$ cat src/rtl/seq_divider.sv
// Iterative restoring divider: one quotient bit per cycle, valid/ready on both sides.
// Divide-by-zero short-circuits to DONE with an all-ones quotient and a flag.
`timescale 1ns/1ps
module seq_divider #(
    parameter int DIVIDEND_WIDTH = 8,
    parameter int DIVISOR_WIDTH  = 4
) (
    input  logic                      clk,
    input  logic                      reset,
    input  logic                      io_in_valid,
    output logic                      io_in_ready,
    input  logic [DIVIDEND_WIDTH-1:0] io_in_dividend,
    input  logic [DIVISOR_WIDTH-1:0]  io_in_divisor,
    output logic                      io_out_valid,
    input  logic                      io_out_ready,
    output logic [DIVIDEND_WIDTH-1:0] io_out_quotient,
    output logic [DIVISOR_WIDTH-1:0]  io_out_remainder,
    output logic                      io_out_div_by_zero
);

    localparam int CW = (DIVIDEND_WIDTH > 1) ? $clog2(DIVIDEND_WIDTH) : 1;

    typedef enum logic [1:0] {IDLE, BUSY, DONE} state_t;

    state_t                      state;
    logic [DIVIDEND_WIDTH-1:0]   q;
    logic [DIVISOR_WIDTH-1:0]    d;
    logic [DIVISOR_WIDTH-1:0]    r;
    logic [CW-1:0]               cnt;
    logic                        dbz;

    logic [DIVISOR_WIDTH:0]      r_sh;
    logic [DIVISOR_WIDTH:0]      r_diff;
    logic [DIVISOR_WIDTH-1:0]    r_nxt;
    logic [DIVIDEND_WIDTH-1:0]   q_nxt;

    // Partial remainder always stays below D, so its top bit is implicitly zero and
    // the MSB of the extended difference is the borrow (set means R' < D).
    always_comb begin
        r_sh   = {r, q[DIVIDEND_WIDTH-1]};
        r_diff = r_sh - {1'b0, d};
        r_nxt  = r_sh[DIVISOR_WIDTH-1:0];
        q_nxt  = {q[DIVIDEND_WIDTH-2:0], 1'b0};
        if (!r_diff[DIVISOR_WIDTH]) begin
            r_nxt = r_diff[DIVISOR_WIDTH-1:0];
            q_nxt = {q[DIVIDEND_WIDTH-2:0], 1'b1};
        end
    end

    always_ff @(posedge clk or posedge reset) begin
        if (reset) begin
            state              <= IDLE;
            q                  <= '0;
            d                  <= '0;
            r                  <= '0;
            cnt                <= '0;
            dbz                <= 1'b0;
            io_in_ready        <= 1'b1;
            io_out_valid       <= 1'b0;
            io_out_quotient    <= '0;
            io_out_remainder   <= '0;
            io_out_div_by_zero <= 1'b0;
        end else begin
            case (state)
                IDLE: begin
                    if (io_in_valid) begin
                        q           <= io_in_dividend;
                        d           <= io_in_divisor;
                        r           <= '0;
                        cnt         <= CW'(DIVIDEND_WIDTH - 1);
                        io_in_ready <= 1'b0;
                        if (io_in_divisor == '0) begin
                            q     <= '1;
                            r     <= io_in_dividend[DIVISOR_WIDTH-1:0];
                            dbz   <= 1'b1;
                            state <= DONE;
                        end else begin
                            dbz   <= 1'b0;
                            state <= BUSY;
                        end
                    end
                end
                BUSY: begin
                    q   <= q_nxt;
                    r   <= r_nxt;
                    cnt <= cnt - CW'(1);
                    if (cnt == '0) state <= DONE;
                end
                DONE: begin
                    // First DONE cycle publishes the result; later cycles wait for the consumer.
                    if (!io_out_valid) begin
                        io_out_valid       <= 1'b1;
                        io_out_quotient    <= q;
                        io_out_remainder   <= r;
                        io_out_div_by_zero <= dbz;
                    end else if (io_out_ready) begin
                        io_out_valid <= 1'b0;
                        io_in_ready  <= 1'b1;
                        state        <= IDLE;
                    end
                end
                default: state <= IDLE;
            endcase
        end
    end

endmodule

$ cat config.mk
export PLATFORM = sky130hd
export DESIGN_NAME = seq_divider
export DESIGN_NICKNAME = d
export VERILOG_FILES = /design/src/rtl/seq_divider.sv
export SDC_FILE = /design/constraint.sdc
export NUM_CORES = 1
export LEC_CHECK = 0
export CORE_UTILIZATION = 40
export DETAILED_ROUTE_END_ITERATION = 6
export PLACE_DENSITY_LB_ADDON = 0.08
export SLEW_MARGIN = 25
export SYNTH_ARGS = -nofsm -noshare
export SYNTH_HDL_FRONTEND = slang
export SYNTH_SLANG_ARGS = --single-unit
$ cat constraint.sdc
create_clock -name clk -period 4.1 [get_ports clk]
set_input_delay 1.23 -clock clk [delete_from_list [all_inputs] [get_ports clk]]
set_output_delay 1.23 -clock clk [all_outputs]
set_load 0.005 [all_outputs]
==> impl_metrics.tcl, run 1 <==
set metrics [dict create \
    ant_nets 0 \
    r2r_end "q[0]" \
    r2r_cells 8 \
    layout.nets 231 \
    die_width_um 70.93 \
    yosysSeqAreaShare_pct 48.78 \
    hold_viol 0 \
    setup_viol 0 \
    p_switching_uw 765.9 \
    outcome "finished clean" \
    drive_gt1_share_pct 18.27 \
    hpwlAfterDp_um 3057 \
    vias 1470 \
    synthTopCellsByCount "dfrtp_1, mux2_2, nor2_1, a21oi_1, o21ai_0" \
    finalClockSkew_ps 3.448 \
    grt_pass1_vias 1450 \
    leakagePower_nw 0.9682 \
    drc_errors 0 \
    synth-edff-count 0 \
    met2_usage_pct 27.78 \
    placed_cells 253 \
    synthesis.area_mm2 0.001901 \
    end_kind "flip-flop" \
    cts.sinks 37 \
    clk_transition_reported_paths_ps 70 \
    syn_inst 177 \
    place_ws_ps 843.4 \
    met1_usage_pct 27.24 \
    holdCritStartpoint "cnt[0]" \
    stdcell_count 260 \
    setup_tns_ps 0 \
    die_h_um 70.93 \
    yosysTopAreaCell "dfrtp_1" \
    drt_pre_antenna_iters 4 \
    comb_power_share_pct 49.7 \
    pwr_density_cell_mw_per_mm2 834.3 \
    syn2layout_area_growth_pct 22.98 \
    grt_max_degree 38 \
    slew_headroom_pct 50.19 \
    synth-compound-area-share_pct 16.52 \
    vdd.ir_drop.worst_v 0.0002751 \
    max_freq_mhz 330.7 \
    gp_congestion 0.8190 \
    swShare_pct 39.28 \
    worst-setup-path-type "input pin to flip-flop" \
    wirelength_um 4288 \
    grt_pass1_wl_um 7203 \
    synth_ff_type "dfrtp_1" \
    cts_resized 0 \
    post-cts-setup-buffers 0 \
    hold_buffers 0 \
    worst_pin_slew_ps 744.7 \
    worstPathRequired_ps 4270 \
    use_met3_pct 3.989 \
    gr-usage-all-layers_pct 18.75 \
    cts_buffers 5 \
    yosysMostFrequentCell "dfrtp_1" \
    synth_top_area_share_pct 47.40 \
    antennaDiodeCount 0 \
    hold_class "flip-flop to flip-flop" \
    clockPowerShare_pct 13.5 \
    row_count 24 \
    clock_path_buffers 2 \
    dieArea_mm2 0.005031 \
    pwr-share-seq_pct 36.8 \
    yosys.cell_types.count 45 \
    syn_nets 200 \
    synth_top_family_by_area "compound AO/OA/AOI/OAI gates" \
    maxCapViolCount 0 \
    critPathLaunchType "input pin" \
    synth_async_sr_flop_share_pct 100.0 \
    synth.avg_cell_area_um2 10.74 \
    worst-path-max-fanout 14 \
    fin_crit_ps 3024 \
    pin_count 31 \
    clk_latency_ps 290 \
    holdPathStages 1 \
    synth_mux_area_share_pct 9.480 \
    holdPathEnd "cnt[0]" \
    synth_seq_cells 37 \
    synthAdderAreaFrac_pct 5.003 \
    netlist_top_cells_area "dfrtp_1, mux2_2, ha_1, a21oi_1, o21ai_0" \
    rr_startpoint "q[7]" \
    antenna_found_initial 0 \
    maxSlewViolCount 0 \
    initial_core_util_pct 42.48 \
    r2r_slack_ps 1890 \
    synthSimpleGateAreaFrac_pct 15.01 \
    htreeDepth 2 \
    critical_path_arrival_ps 3200 \
    p_int_mw 1.184 \
    setup_slack_ps 1076 \
    routedWlPerCell_um 16.49 \
    rsz0062_at_grt "no" \
    first_iter_violations 145 \
    cts_tree "done" \
    grt_overflow 0 \
    routed_via_density 5.654 \
    port_buffers 30 \
    fin_crit_sh_pct 73.76 \
    root_buffer "clkbuf_8" \
    core_mm2 0.004474 \
    yosys_warnings 0 \
    synth_xor_area_share_pct 0.9217 \
    top_usage_layer "met2" \
]
==> worst max-delay path, stage by stage <==
cell             delay [ps]
clkdlybuf4s50_1         740
nand2b_1                250
nor2_1                  570
mux2_2                  410
==> layout make-up <==
type	count	area, µm²
Sequential cell	37	927.1
Clock buffer	6	82.58
Tap cell	52	65.06
Fill cell	405	2137
Inverter	11	41.29
Multi-Input combinational cell	121	898.4
Clock inverter	1	7.507
Timing Repair Buffer	32	315.3
==> routing by layer <==
layer	part of all wire (%)	vias to the layer above
met3	5.0	5
met5	0	-
met1	48	721
met2	45	42
li1	-	702
met4	1.2	0
==> how the worst max path moves through the flow <==
stage / start / to / slack [ps] / depth (start not counted)
floorplan: io_in_divisor[0] / r[3] / 1920 / 5
global placement: io_in_valid / dbz / 920 / 4
detailed placement: io_in_valid / dbz / 840 / 4
CTS: io_in_valid / dbz / 1130 / 4
global route: io_in_valid / dbz / 960 / 4
finish: io_in_valid / dbz / 1080 / 4
==> through the flow <==
| stage | power, mW | util, % | hold WS, ps | cell area, µm² |
|---|---|---|---|---|
| floorplan | 1.369 | - | 439.6 | 1901 |
| global placement | 1.664 | 50.08 | 456.9 | 2241 |
| detailed placement | 1.698 | 50.22 | 461.8 | 2247 |
| CTS | 1.967 | 52.24 | 474.4 | 2337 |
| global route | 2.116 | 52.24 | 516.4 | 2337 |
| finish | 1.950 | 52.24 | 472.3 | 2337 |
==> cell families after synthesis <==
kind of cell               Yosys count
AOI/OAI and AO/OA                   48
xor gates and xnor gates             2
adders and majority gates            7
buffers and inverters               19
DFF                                 37
muxes                               16
and+or+nand+nor                     48
==> power groups by stage <==
stage / registers (mW) / clock network [mW] / logic [mW]
2_1_floorplan: 0.662 / 0 / 0.707
3_3_place_gp: 0.713 / 0 / 0.951
3_5_place_dp: 0.724 / 0 / 0.973
4_1_cts: 0.718 / 0.272 / 0.977
5_1_grt: 0.745 / 0.287 / 1.08
6_report: 0.717 / 0.263 / 0.970
==> registers in the layout, indices dropped and copies added (netlist names) <==
name and count:
cnt 3, d 4, dbz 1, io_in_ready 1
io_out_div_by_zero 1, io_out_quotient 8, io_out_remainder 4, io_out_valid 1
q 8, r 4, state 2
==> layout by cell type (no fill, tap or decap), drive strengths merged, types with 4 or more instances in the layout <==
| cell | n |
|---|---|
| dfrtp | 36 |
| clkdlybuf4s50 | 30 |
| o21ai | 13 |
| nor2 | 13 |
| inv | 11 |
| a21oi | 12 |
| nand2 | 7 |
| nand2b | 5 |
| ha | 6 |
| o22ai | 7 |
| clkbuf | 6 |
| mux2 | 16 |
| nor4 | 4 |
No activity file was read; power rests on OpenSTA's default activity.
==> inputs of run 2 (changes only) <==
Clock period 4.1 ns to 3.15 ns, I/O delays scaled along.
==> run 2 against run 1 <==
Effect of this change: final cell count up 1.5%; die area unchanged; first-iteration DRC count down 14%; largest power group unchanged.
==> impl_metrics.tcl, run 2 (same netlist as run 1, synthesis figures left out) <==
set metrics [dict create \
    grt_max_degree 38 \
    cts_resized 0 \
    die_width_um 70.93 \
    end_kind "flip-flop" \
    post-cts-setup-buffers 0 \
    drc_errors 0 \
    cts_buffers 5 \
    antennaDiodeCount 0 \
    final_cell_mix "dfrtp_1, clkdlybuf4s50_1, mux2_2" \
    pwr_density_cell_mw_per_mm2 1110 \
    antenna_found_initial 0 \
    max_freq_mhz 434.1 \
    maxCapViolCount 0 \
    clk_latency_ps 290 \
    grt_pass1_vias 1510 \
    die_h_um 70.93 \
    final_common_cell "dfrtp_1" \
    routedWlPerCell_um 16.78 \
    slowest_delay_ps 540 \
    worst_pin_slew_ps 698.1 \
    cp_top_family "simple AND/OR/NAND/NOR gates" \
    vdd.ir_drop.worst_v 0.0004925 \
    syn2layout_area_growth_pct 25.41 \
    path_cells "clkdlybuf4s50_1 > nand2b_1 > nor2_1 > mux2_2" \
    hpwlAfterDp_um 3132 \
    htreeDepth 2 \
    dieArea_mm2 0.005031 \
    worst-path-max-fanout 6 \
    clk_transition_reported_paths_ps 70 \
    critical_path_arrival_ps 2480 \
    setup_tns_ps 0 \
    port_buffers 30 \
    pin_count 31 \
    first_iter_violations 124 \
    stdcell_count 264 \
    slowest_stage "clkdlybuf4s50_1" \
    fin_crit_ps 2304 \
    regArea_um2 927.1 \
    fill_cells 400 \
    path_buf_inv 1 \
    rsz0062_at_grt "no" \
    layout.nets 234 \
    outcome "finished clean" \
    hold_viol 0 \
    wirelength_um 4430 \
    worst-setup-path-type "input pin to flip-flop" \
    drive_gt1_share_pct 19.81 \
    row_count 24 \
    root_buffer "clkbuf_8" \
    placed_cells 256 \
    setup_viol 0 \
    multi_input_area_um2 892.1 \
    grt_pass1_wl_um 7465 \
    cts_tree "done" \
    leakagePower_nw 0.9924 \
    hold_buffers 0 \
    routed_via_density 5.735 \
    worstPathRequired_ps 3320 \
    vias 1514 \
    grt_overflow 0 \
    drt_pre_antenna_iters 4 \
    clock_path_buffers 2 \
    gp_congestion 0.7989 \
    critPathLaunchType "input pin" \
    r2r_slack_ps 960 \
    cts.sinks 37 \
    finalClockSkew_ps 8.128 \
    hold_class "flip-flop to flip-flop" \
    maxSlewViolCount 0 \
    fin_crit_sh_pct 73.13 \
    gr-usage-all-layers_pct 19.55 \
    initial_core_util_pct 42.48 \
    core_mm2 0.004474 \
    reg_top3 "io_out_quotient x8, q x8" \
    ant_nets 0 \
    slew_headroom_pct 53.37 \
]
-- run 2: cell types whose count changed in the layout (fill, tap and decap cells not counted) --
cell       delta
buf_4         +3
bufinv_16     +1
nor3_2        +1
nor3_4        -1
-- run 2: path summary, 6_finish.rpt --
path | depth (start not counted) | to | startpoint
worst min-delay path | 1 | cnt[0] | cnt[0]
worst max register to register | 8 | r[2] | q[7]
min in group asynchronous | 3 | io_out_quotient[5] | reset
worst min register to register | 1 | cnt[0] | cnt[0]
max in group asynchronous | 3 | io_in_ready | reset
worst max-delay path | 4 | d[0] | io_in_valid
-- run 2: per-layer routing --
| layer | routed length (µm) | track usage, % | up-vias |
|---|---|---|---|
| met5 | 0 | 0 | - |
| met4 | 22 | 4.667 | 0 |
| met3 | 217 | 5.698 | 2 |
| met2 | 2118 | 30.24 | 43 |
| met1 | 2071 | 27.26 | 758 |
| li1 | - | - | 711 |
-- run 2: area by class of cell --
type	instances	area share (%)
multi-input combinational	121	37.43
sequential	37	38.90
clock buffer	6	3.465
inverter	11	1.732
clock inverter	2	1.575
timing repair buffer	35	14.17
tap	52	2.730
-- run 2: through the flow --
stage / total power [mW] / setup WS [ps] / instance area (µm²) / hold slack [ps] / utilization, %
after CTS: 2.659 / 874.3 / 2384 / 474.7 / 53.27
after detailed placement: 2.216 / 585.3 / 2263 / 464.4 / 50.59
after floorplan: 1.782 / 1145 / 1901 / 439.6 / -
after global placement: 2.177 / 656.6 / 2263 / 457.6 / 50.59
final: 2.646 / 846.3 / 2384 / 471.1 / 53.27
after global routing: 2.873 / 787.8 / 2384 / 498.6 / 53.27
-- run 2: worst reg2reg max path: cells and delay by family, from the launching register on --
kind / cells / cell delay, ps
DFF: 1 / 420
AOI/OAI and AO/OA: 1 / 340
adders and majority gates: 2 / 590
and+or+nand+nor: 3 / 580
buffers and inverters: 2 / 160
-- run 2: where the power goes --
part | switching (mW) | internal [mW] | leakage [nW]
registers | 0.222 | 0.711 | 0.436
logic | 0.619 | 0.665 | 0.499
clock network | 0.172 | 0.257 | 0.0574
==> inputs of run 3 (changes only) <==
Clock period 3.15 ns to 2.4 ns, I/O delays scaled along.
==> run 3 against run 2 <==
Effect of this change: die area stayed put; setup slack worse by 630 ps; critical endpoint is now r[1]; final cell count is 0.76% higher; flip-flop and latch count stayed put; critical path depth is 4 higher; combinational power is 31% higher; register-to-register slack worse by 740 ps; first-iteration DRC count is 21% lower; sequential power is 31% higher; via count is 1.9% lower.
==> impl_metrics.tcl, run 3 (same netlist as run 1, synthesis figures left out) <==
set metrics [dict create \
    ant_nets 0 \
    final_common_cell "dfrtp_1" \
    rsz0062_at_grt "no" \
    holdWs_ps 478.5 \
    cts_buffers 5 \
    place_ws_ps 134.9 \
    first_iter_violations 98 \
    fin_crit_sh_pct 90.80 \
    initial_core_util_pct 42.48 \
    hold_class "flip-flop to flip-flop" \
    total_power_mw 3.457 \
    htreeDepth 2 \
    placed_cells 258 \
    dieArea_mm2 0.005031 \
    r2r_end "r[1]" \
    cts_resized 0 \
    wirelength_um 4348 \
    outcome "finished clean" \
    drt_pre_antenna_iters 4 \
    rr_startpoint "q[7]" \
    hold_viol 0 \
    post_dp_cell_area_mm2 0.002278 \
    grt_max_degree 38 \
    max_freq_mhz 458.9 \
    routedWlPerCell_um 16.35 \
    r2r_slack_ps 220 \
    pwr_density_cell_mw_per_mm2 1444 \
    grt_pass1_vias 1599 \
    port_buffers 30 \
    clk_transition_reported_paths_ps 80 \
    stdcell_count 266 \
    multi_input_area_um2 892.1 \
    grt_pass1_wl_um 7562 \
    worst-setup-path-type "flip-flop to flip-flop" \
    vias 1485 \
    leakagePower_nw 1.003 \
    fill_cells 419 \
    core_mm2 0.004474 \
    final_cell_mix "dfrtp_1, clkdlybuf4s50_1, mux2_2" \
    cts.sinks 37 \
    final_area_mm2 0.002395 \
    hpwlAfterDp_um 3151 \
    worstPathRequired_ps 2600 \
    setup_slack_ps 220.8 \
    setup_tns_ps 0 \
    antenna_found_initial 0 \
    worst_pin_slew_ps 632.3 \
    final_util_pct 53.52 \
    fin_crit_ps 2179 \
    gp_congestion 0.7585 \
    antennaDiodeCount 0 \
    drc_errors 0 \
    hold_buffers 0 \
    drive_gt1_share_pct 20.09 \
    row_count 24 \
    critical_path_arrival_ps 2380 \
    clock_path_buffers 2 \
    gr-usage-all-layers_pct 19.17 \
    maxCapViolCount 0 \
    grt_overflow 0 \
    slew_headroom_pct 57.76 \
    reg_top3 "io_out_quotient x8, q x8" \
    root_buffer "clkbuf_8" \
    layout.nets 236 \
    r2r_cells 8 \
    syn2layout_area_growth_pct 26.00 \
    vdd.ir_drop.worst_v 0.0005693 \
    cp-startpoint "q[7]" \
    finalClockSkew_ps 7.162 \
    die_h_um 70.93 \
    post-cts-setup-buffers 0 \
    pin_count 31 \
    critPathLaunchType "flip-flop" \
    end_kind "flip-flop" \
    endpoint "r[1]" \
    die_width_um 70.93 \
    routed_via_density 5.583 \
    regArea_um2 927.1 \
    worst-path-max-fanout 6 \
    setup_viol 0 \
    clk_latency_ps 280 \
    holdPathStages 1 \
    maxSlewViolCount 0 \
    cts_tree "done" \
]
[run 3: cell count changes in the layout (fill, tap and decap cells not counted)]
cell,previous run,this run
clkbuf_1,0,1
buf_4,5,7
clkinvlp_4,1,0
[run 3: power by group]
group | switching [mW] | internal, mW | total, mW
clock | 0.214 | 0.339 | 0.553
sequential | 0.288 | 0.933 | 1.22
combinational | 0.795 | 0.889 | 1.68
total | 1.30 | 2.16 | 3.46
[run 3: final cells by class]
cell class / instances / area share, %
Sequential cell: 37 / 38.71
Inverter: 11 / 1.724
Timing Repair Buffer: 37 / 14.73
Tap cell: 52 / 2.717
Clock inverter: 1 / 1.254
Clock buffer: 7 / 3.605
Multi-Input combinational cell: 121 / 37.25
[run 3: worst min-delay path by stage]
stage | start | slack (ps) | endpoint
after global routing | cnt[0] | 510 | cnt[0]
after detailed placement | cnt[0] | 470 | cnt[0]
after global placement | cnt[0] | 460 | cnt[0]
after CTS | cnt[0] | 480 | cnt[0]
final | cnt[0] | 480 | cnt[0]
after floorplan | cnt[0] | 440 | cnt[0]
[run 3: critical path, stage by stage, from the launching register on]
cell and delay (ps):
dfrtp_1 420, inv_1 100, ha_1 160, inv_1 50, fa_1 430, a211oi_2 240, nor2_1 140, or3b_1 390
a31oi_1 170
[run 3: metal layers]
layer	routed length [µm]	vias up	track usage, %
li1	-	717	-
met1	2105	726	26.59
met2	1993	35	30.66
met3	181	7	3.134
met4	68	0	6.667
met5	0	-	0
